## src/rtl/uart_pkg.sv

```systemverilog
// Shared constants for the UART receive framer: state encodings, default
// frame width and the idle level of the serial line.
package uart_pkg;

  localparam int DATA_BITS_DEF = 8;
  localparam logic RX_IDLE = 1'b1;

  typedef logic [2:0] state_t;

  localparam state_t ST_IDLE   = 3'd0;
  localparam state_t ST_START  = 3'd1;
  localparam state_t ST_DATA   = 3'd2;
  localparam state_t ST_PARITY = 3'd3;
  localparam state_t ST_STOP   = 3'd4;

endpackage

```

## src/rtl/uart_rx_sync.sv

```systemverilog
// Metastability synchronizer for the asynchronous rx line plus a falling-edge
// detector on the synchronized level.
module uart_rx_sync
  import uart_pkg::*;
#(
  parameter int SYNC_STAGES = 2
) (
  input  logic clk,
  input  logic rst,
  input  logic rx,
  output logic rx_s,
  output logic fall
);

  logic [SYNC_STAGES-1:0] sync_q;
  logic                   rx_d_q;

  // Flops reset to the idle level so leaving reset never fakes a start edge.
  always_ff @(posedge clk) begin
    if (rst) begin
      sync_q <= {SYNC_STAGES{RX_IDLE}};
      rx_d_q <= RX_IDLE;
    end else begin
      sync_q <= {sync_q[SYNC_STAGES-2:0], rx};
      rx_d_q <= sync_q[SYNC_STAGES-1];
    end
  end

  assign rx_s = sync_q[SYNC_STAGES-1];
  assign fall = rx_d_q & ~rx_s;

endmodule

```

## src/rtl/uart_rx_frame.sv

```systemverilog
// UART receive framer: start detect, mid-bit sampling LSB-first, stop check.
// Define UART_RX_PARITY_EN to add a parity bit between data and stop.
module uart_rx_frame
  import uart_pkg::*;
#(
  parameter int DATA_BITS   = DATA_BITS_DEF,
  parameter int SYNC_STAGES = 2
) (
  input  logic                 clk,
  input  logic                 rst,
  input  logic                 rx,
  input  logic                 bpsclk,
`ifdef UART_RX_PARITY_EN
  input  logic                 parity_odd,
  output logic                 parity_err,
`endif
  output logic                 bpssrt,
  output logic [DATA_BITS-1:0] data,
  output logic                 data_valid,
  output logic                 frame_err,
  output logic                 busy,
  output logic [2:0]           state_dbg
);

  localparam int CW = $clog2(DATA_BITS);

  logic                 rx_s;
  logic                 fall;
  state_t               state_q, state_d;
  logic [CW-1:0]        cnt_q, cnt_d;
  logic [DATA_BITS-1:0] shreg_q, shreg_d;
  logic [DATA_BITS-1:0] data_q, data_d;
  logic                 dv_q, dv_d;
  logic                 fe_q, fe_d;
  logic                 bpssrt_q;
  logic                 par_ok;

  uart_rx_sync #(.SYNC_STAGES(SYNC_STAGES)) u_sync (
    .clk  (clk),
    .rst  (rst),
    .rx   (rx),
    .rx_s (rx_s),
    .fall (fall)
  );

`ifdef UART_RX_PARITY_EN
  logic pbad_q, pbad_d;
  logic pe_q, pe_d;
  assign par_ok     = ~pbad_q;
  assign parity_err = pe_q;
`else
  assign par_ok = 1'b1;
`endif

  always_comb begin
    state_d = state_q;
    cnt_d   = cnt_q;
    shreg_d = shreg_q;
    data_d  = data_q;
    dv_d    = 1'b0;
    fe_d    = 1'b0;
`ifdef UART_RX_PARITY_EN
    pbad_d  = pbad_q;
    pe_d    = 1'b0;
`endif
    case (state_q)
      ST_IDLE: if (fall) state_d = ST_START;
      ST_START: begin
        if (bpsclk) begin
          if (!rx_s) begin
            state_d = ST_DATA;
            cnt_d   = '0;
`ifdef UART_RX_PARITY_EN
            pbad_d  = 1'b0;
`endif
          end else begin
            state_d = ST_IDLE;
          end
        end
      end
      ST_DATA: begin
        if (bpsclk) begin
          // Line is LSB-first: shifting in at the MSB leaves bit 0 at the bottom.
          shreg_d = {rx_s, shreg_q[DATA_BITS-1:1]};
          cnt_d   = cnt_q + 1'b1;
          if (cnt_q == CW'(DATA_BITS - 1)) begin
`ifdef UART_RX_PARITY_EN
            state_d = ST_PARITY;
`else
            state_d = ST_STOP;
`endif
          end
        end
      end
`ifdef UART_RX_PARITY_EN
      ST_PARITY: begin
        if (bpsclk) begin
          pbad_d  = rx_s ^ (^shreg_q) ^ parity_odd;
          state_d = ST_STOP;
        end
      end
`endif
      ST_STOP: begin
        if (bpsclk) begin
          state_d = ST_IDLE;
          if (rx_s) begin
            if (par_ok) begin
              data_d = shreg_q;
              dv_d   = 1'b1;
            end
          end else begin
            fe_d = 1'b1;
          end
`ifdef UART_RX_PARITY_EN
          pe_d = pbad_q;
`endif
        end
      end
      default: state_d = ST_IDLE;
    endcase
  end

  always_ff @(posedge clk) begin
    if (rst) begin
      state_q  <= ST_IDLE;
      cnt_q    <= '0;
      shreg_q  <= '0;
      data_q   <= '0;
      dv_q     <= 1'b0;
      fe_q     <= 1'b0;
      bpssrt_q <= 1'b0;
`ifdef UART_RX_PARITY_EN
      pbad_q   <= 1'b0;
      pe_q     <= 1'b0;
`endif
    end else begin
      state_q  <= state_d;
      cnt_q    <= cnt_d;
      shreg_q  <= shreg_d;
      data_q   <= data_d;
      dv_q     <= dv_d;
      fe_q     <= fe_d;
      // Generator runs continuously from START entry to the stop decision.
      bpssrt_q <= (state_d != ST_IDLE);
`ifdef UART_RX_PARITY_EN
      pbad_q   <= pbad_d;
      pe_q     <= pe_d;
`endif
    end
  end

  assign bpssrt     = bpssrt_q;
  assign data       = data_q;
  assign data_valid = dv_q;
  assign frame_err  = fe_q;
  assign busy       = (state_q != ST_IDLE);
  assign state_dbg  = state_q;

endmodule

```

## config.mk

```make
export PLATFORM = sky130hd
export DESIGN_NAME = uart_rx_frame
export DESIGN_NICKNAME = d
export VERILOG_FILES = /design/src/rtl/uart_pkg.sv /design/src/rtl/uart_rx_sync.sv /design/src/rtl/uart_rx_frame.sv
export SDC_FILE = /design/constraint.sdc
export NUM_CORES = 1
export LEC_CHECK = 0
export ABC_AREA = 1
export CAP_MARGIN = 10
export CORE_MARGIN = 4
export CORE_UTILIZATION = 45
export CTS_CLUSTER_SIZE = 20
export DETAILED_ROUTE_END_ITERATION = 6
export GPL_ROUTABILITY_DRIVEN = 1
export GPL_TIMING_DRIVEN = 0
export PLACE_DENSITY = 0.69
export SYNTH_ARGS = -nofsm -noshare
export SYNTH_HDL_FRONTEND = slang
export SYNTH_HIERARCHICAL = 1
export SYNTH_SLANG_ARGS = --single-unit
```

## constraint.sdc

```tcl
create_clock -name clk -period 1.7 [get_ports clk]
set_input_delay 0.34 -clock clk [delete_from_list [all_inputs] [get_ports clk]]
set_output_delay 0.34 -clock clk [all_outputs]
set_load 0.05 [all_outputs]
```

# Word level (Yosys, flattened, before mapping)
# Cells that the tools add are included.
# op_classes
addsub	1
n_eq_ne	7
muxes	13
n_bitwise	4
reduce_logical	8
# ops
operator	count
two-way mux 3 bit	8
one-hot mux 3 bit (4 select lines)	1
equality test 3 bit, second input constant	2
!= test 2 bit, second input constant	3
one-hot mux 3 bit (2 select lines)	1
nonzero test 3 bit	2
AND reduction 4 bit	1
adder 3 x 1 -> 3 bit, second input constant	1
equality test 3 x 1 -> 1 bit, second input constant	1
equality test 3 x 2 -> 1 bit, second input constant	1
zero test 3 bit	1
inverter 1 bit	3
AND reduction 3 bit	1
OR reduction 3 bit	1
two-way mux 1 bit	2
two-way mux 2 bit	1
AND reduction 2 bit	1
nonzero test 2 bit	1
AND 1 bit	1
# totals
ff_bits	28
output_inout_bits	15

# Depth between registers and ports, before layout
# logic_depth
depth_word	5
ltp_mapped	8
depth_no_buf	8

# Cells and area by module
# The synthesis kept the hierarchy.
# by_module_without_submodules
module	instances	cells_each	area_per_inst_um2
uart_rx_frame	1	132	1046.0
uart_rx_sync	1	12	93.8

# Worst setup path before layout
# OpenSTA, ideal clock, no wires.
# synth_path
path_kind	register to output
start	register state_q[1] (netlist: state_dbg[1])
end	output busy
arrival_ps	1341
t_required_ps	1360
setup_slack_ps	19
path_stages_with_launch	3
path_cell_list	dfxtp_1 -> inv_1 -> nand2_1
# synth_via
elab_chain_cells	1
# synth_lines
element	line	text
start, declared	uart_rx_frame.sv:29	state_t state_q, state_d;
start signal, assigned	uart_rx_frame.sv:137	state_q <= state_d;
nonzero test 3 bit	uart_rx_frame.sv:156	assign busy = (state_q != ST_IDLE);
end, declared	uart_rx_frame.sv:21	output logic busy,
# No other way between the ends.

# Worst setup path in the final report
# layout_path
start	register data_q[0] (netlist: data[0])
end	output data[0]
# layout_rtl
element	line	text
start, declared	uart_rx_frame.sv:32	logic [DATA_BITS-1:0] data_q, data_d;
start signal, assigned	uart_rx_frame.sv:140	data_q <= data_d;
end, declared	uart_rx_frame.sv:18	output logic [DATA_BITS-1:0] data,
# No word-level cell between the ends.

==> impl_metrics.ini <==
[status]
outcome = finished, final reports clean

[finish]
num-nets-final = 173
layout_commonest_cell = nand2_1
finalNonFillerCells = 194
most-common-layout-cells = nand2_1 (32), nor2_1 (25), dfxtp_1 (25)
areaGrowthSynthToFinish_pct = 22.7
diodes = 0
drive_gt1_share_pct = 15.1

[sta]
hold_viol_final = 0
fin_crit_sh_pct = 91.9
post-route-min-period_ps = 1560
maxSlewHeadroom_pct = 67.3
tightestPinTransition_ps = 493
maxSlewViolCount = 0
finalSetupViolations = 0
hold_slack_ps = 427
clock.fmax_mhz = 640
rsz0062_at_grt = no
skew_ps = 12.4

[pwr]
p_switching_uw = 238
totalPowerFinal_mw = 1.16
p_seq_share_pct = 57.6
swShare_pct = 20.6
ir_worst_vdd_uv = 677
p_int_uw = 919
combPwrFrac_pct = 5.0
power.density_mw_per_mm2 = 827
p_leak_nw = 0.726
power.share.clock_pct = 37.4

[clock_tree]
cts_tree = done
clk_transition_reported_paths_ps = 160
cts-buffers-inserted = 3
clock_latency_ps = 330
clk_path_buf_depth = 2
post_cts_buffers = 0
ctsRootBufferMaster = clkbuf_4
cts.sinks = 28
htree_levels = 1

[floorplanning]
io_pins = 19
initial_utilization_pct = 49.2
die_height_microns = 58.3
design.core.area_sq_mm = 0.00232
num_rows = 17
die_x_microns = 58.3
die_area_sq_mm = 0.00340

[place]
hpwl_mm = 1.54
place.gp.congestion = 0.837
port-buffer-count = 18
dp_cells = 190

[worst_setup_path]
cp-start-kind = flip-flop
critPathCaptureType = primary output
criticalPathCategory = reg2out
critPathTopFamily = buffers and inverters
cp_max_fo = 2
critPathBufInv = 1
max_stage_delay_ps = 530
critPathRequiredTime_ps = 1360
crit_arrival_ps = 1220
path_cells = dlygate4sd2_1
crit_slowest_cell = dlygate4sd2_1

[grt]
grt_pass1_vias = 874
use_met3_pct = 1.97
grt_usage_pct = 14.1
grtUsageMet1_pct = 20.1
grt_start_max_net_pins = 17
grt.busiest_layer = met2
grtUsageMet2_pct = 22.6
antenna_found_initial = 0
grt_pass1_wl_mm = 3.84
grt_overflow_total = 0

[drt]
final_antenna_net_count = 0
drt_first_pass_iters = 4
drt_iter0_markers = 27
via_count = 927
wl_mm = 2.11
vias_per_cell = 4.78
drc_errors = 0
routedWlPerCell_microns = 10.9

[yosys]
syn_area_sq_mm = 0.00114
synth_area_leader_cell = dfxtp_1
synth_cells = 144
synth_cell_types = 19
yosysTopAreaCellShare_pct = 49.2
synthTopCellsByArea = dfxtp_1 (49%), nand2_1 (11%), nor2_1 (8.2%), inv_1 (5.3%), nor2_4 (4.9%)
ys_seq_area_share_pct = 49.2
ys_ff_latch = 28
yosys_warnings = 6
synth_nets = 150
synth.avg_cell_area_sq_um = 7.92

[min_path]
hp-class = reg2reg

[job]
maxCapViolations = 0
## state kept, by name, indices dropped and copies added, names as in the netlist
signal         count
cnt_q              3
bpssrt             1
u_sync/sync_q      2
u_sync/rx_d_q      1
state_dbg          3
shreg_q            8
frame_err          1
data               8
data_valid         1
## tightest hold or removal path, cell delays in order (launching register included)
cell     delay [ps]
dfxtp_1         340
inv_1            30
nand2_1          40
## cell usage after synthesis
cell	number
inv_1	16
nor4_1	1
a21oi_1	9
nand3_2	1
buf_6	1
dfxtp_1	28
buf_4	1
nand3_4	1
nand2_4	1
a21oi_2	1
nand3_1	8
inv_2	1
buf_2	1
o21ai_0	9
nor2_1	25
nand4_2	1
nand2_1	32
nor2_4	5
ha_1	2
## metrics by stage
step                TNS [ps]  instance area [sq um]  worst slack [ps]  util, %
floorplan                  0                   1140              19.4        -
global placement        -301                   1360              -195     58.4
detailed placement      -279                   1360              -187     58.4
CTS                    -4.57                   1400             -4.57     60.5
global route               0                   1400              72.3     60.3
finish                     0                   1400               137     60.3
## cell families after synthesis
logic type	after synthesis	synth area share, %
AOI/OAI and AO/OA	19	8.67
adders and majority gates	2	2.20
buffers and inverters	20	7.68
DFF	28	49.2
and+or+nand+nor	75	32.3
## power groups by stage
stage / registers, mW / clock network [mW] / logic, mW
finish: 0.666 / 0.433 / 0.0575
floorplan: 0.688 / 0 / 0.0308
global route: 0.668 / 0.468 / 0.0634
CTS: 0.668 / 0.442 / 0.0586
global placement: 0.682 / 0 / 0.0587
detailed placement: 0.682 / 0 / 0.0593
## routing by layer
metal | share of wire [%] | vias up
li1 | - | 498
met1 | 50 | 417
met2 | 47 | 12
met3 | 2.5 | 0
met4 | 0 | 0
met5 | 0 | -
## final timing paths
path | from | end | slack, ps | cells past startpoint
hold reg to reg | u_sync/sync_q[0] | u_sync/sync_q[1] | 430 | 2
hold / removal | u_sync/sync_q[0] | u_sync/sync_q[1] | 430 | 2
setup / recovery | data[0] | data[0] | 140 | 1
setup reg to reg | cnt_q[0] | bpssrt | 480 | 8
## final cells by class
| class | instances | area (sq um) |
|---|---|---|
| multi-input cells | 96 | 492 |
| fillers | 209 | 920 |
| inverters | 17 | 63.8 |
| repair buffers | 18 | 165 |
| clock inverters | 1 | 30.0 |
| clock buffers | 3 | 22.5 |
| well taps | 28 | 35.0 |
| flip-flops and latches | 28 | 567 |
| plain buffers | 3 | 23.8 |
## timing repair
action	CTS	global route
pin swaps	1	0
hold buffers	0	0
endpoints found under the hold margin	0	0
setup endpoints to repair	15	1
resized for setup	26	3
No activity file was read; power rests on OpenSTA's default activity.
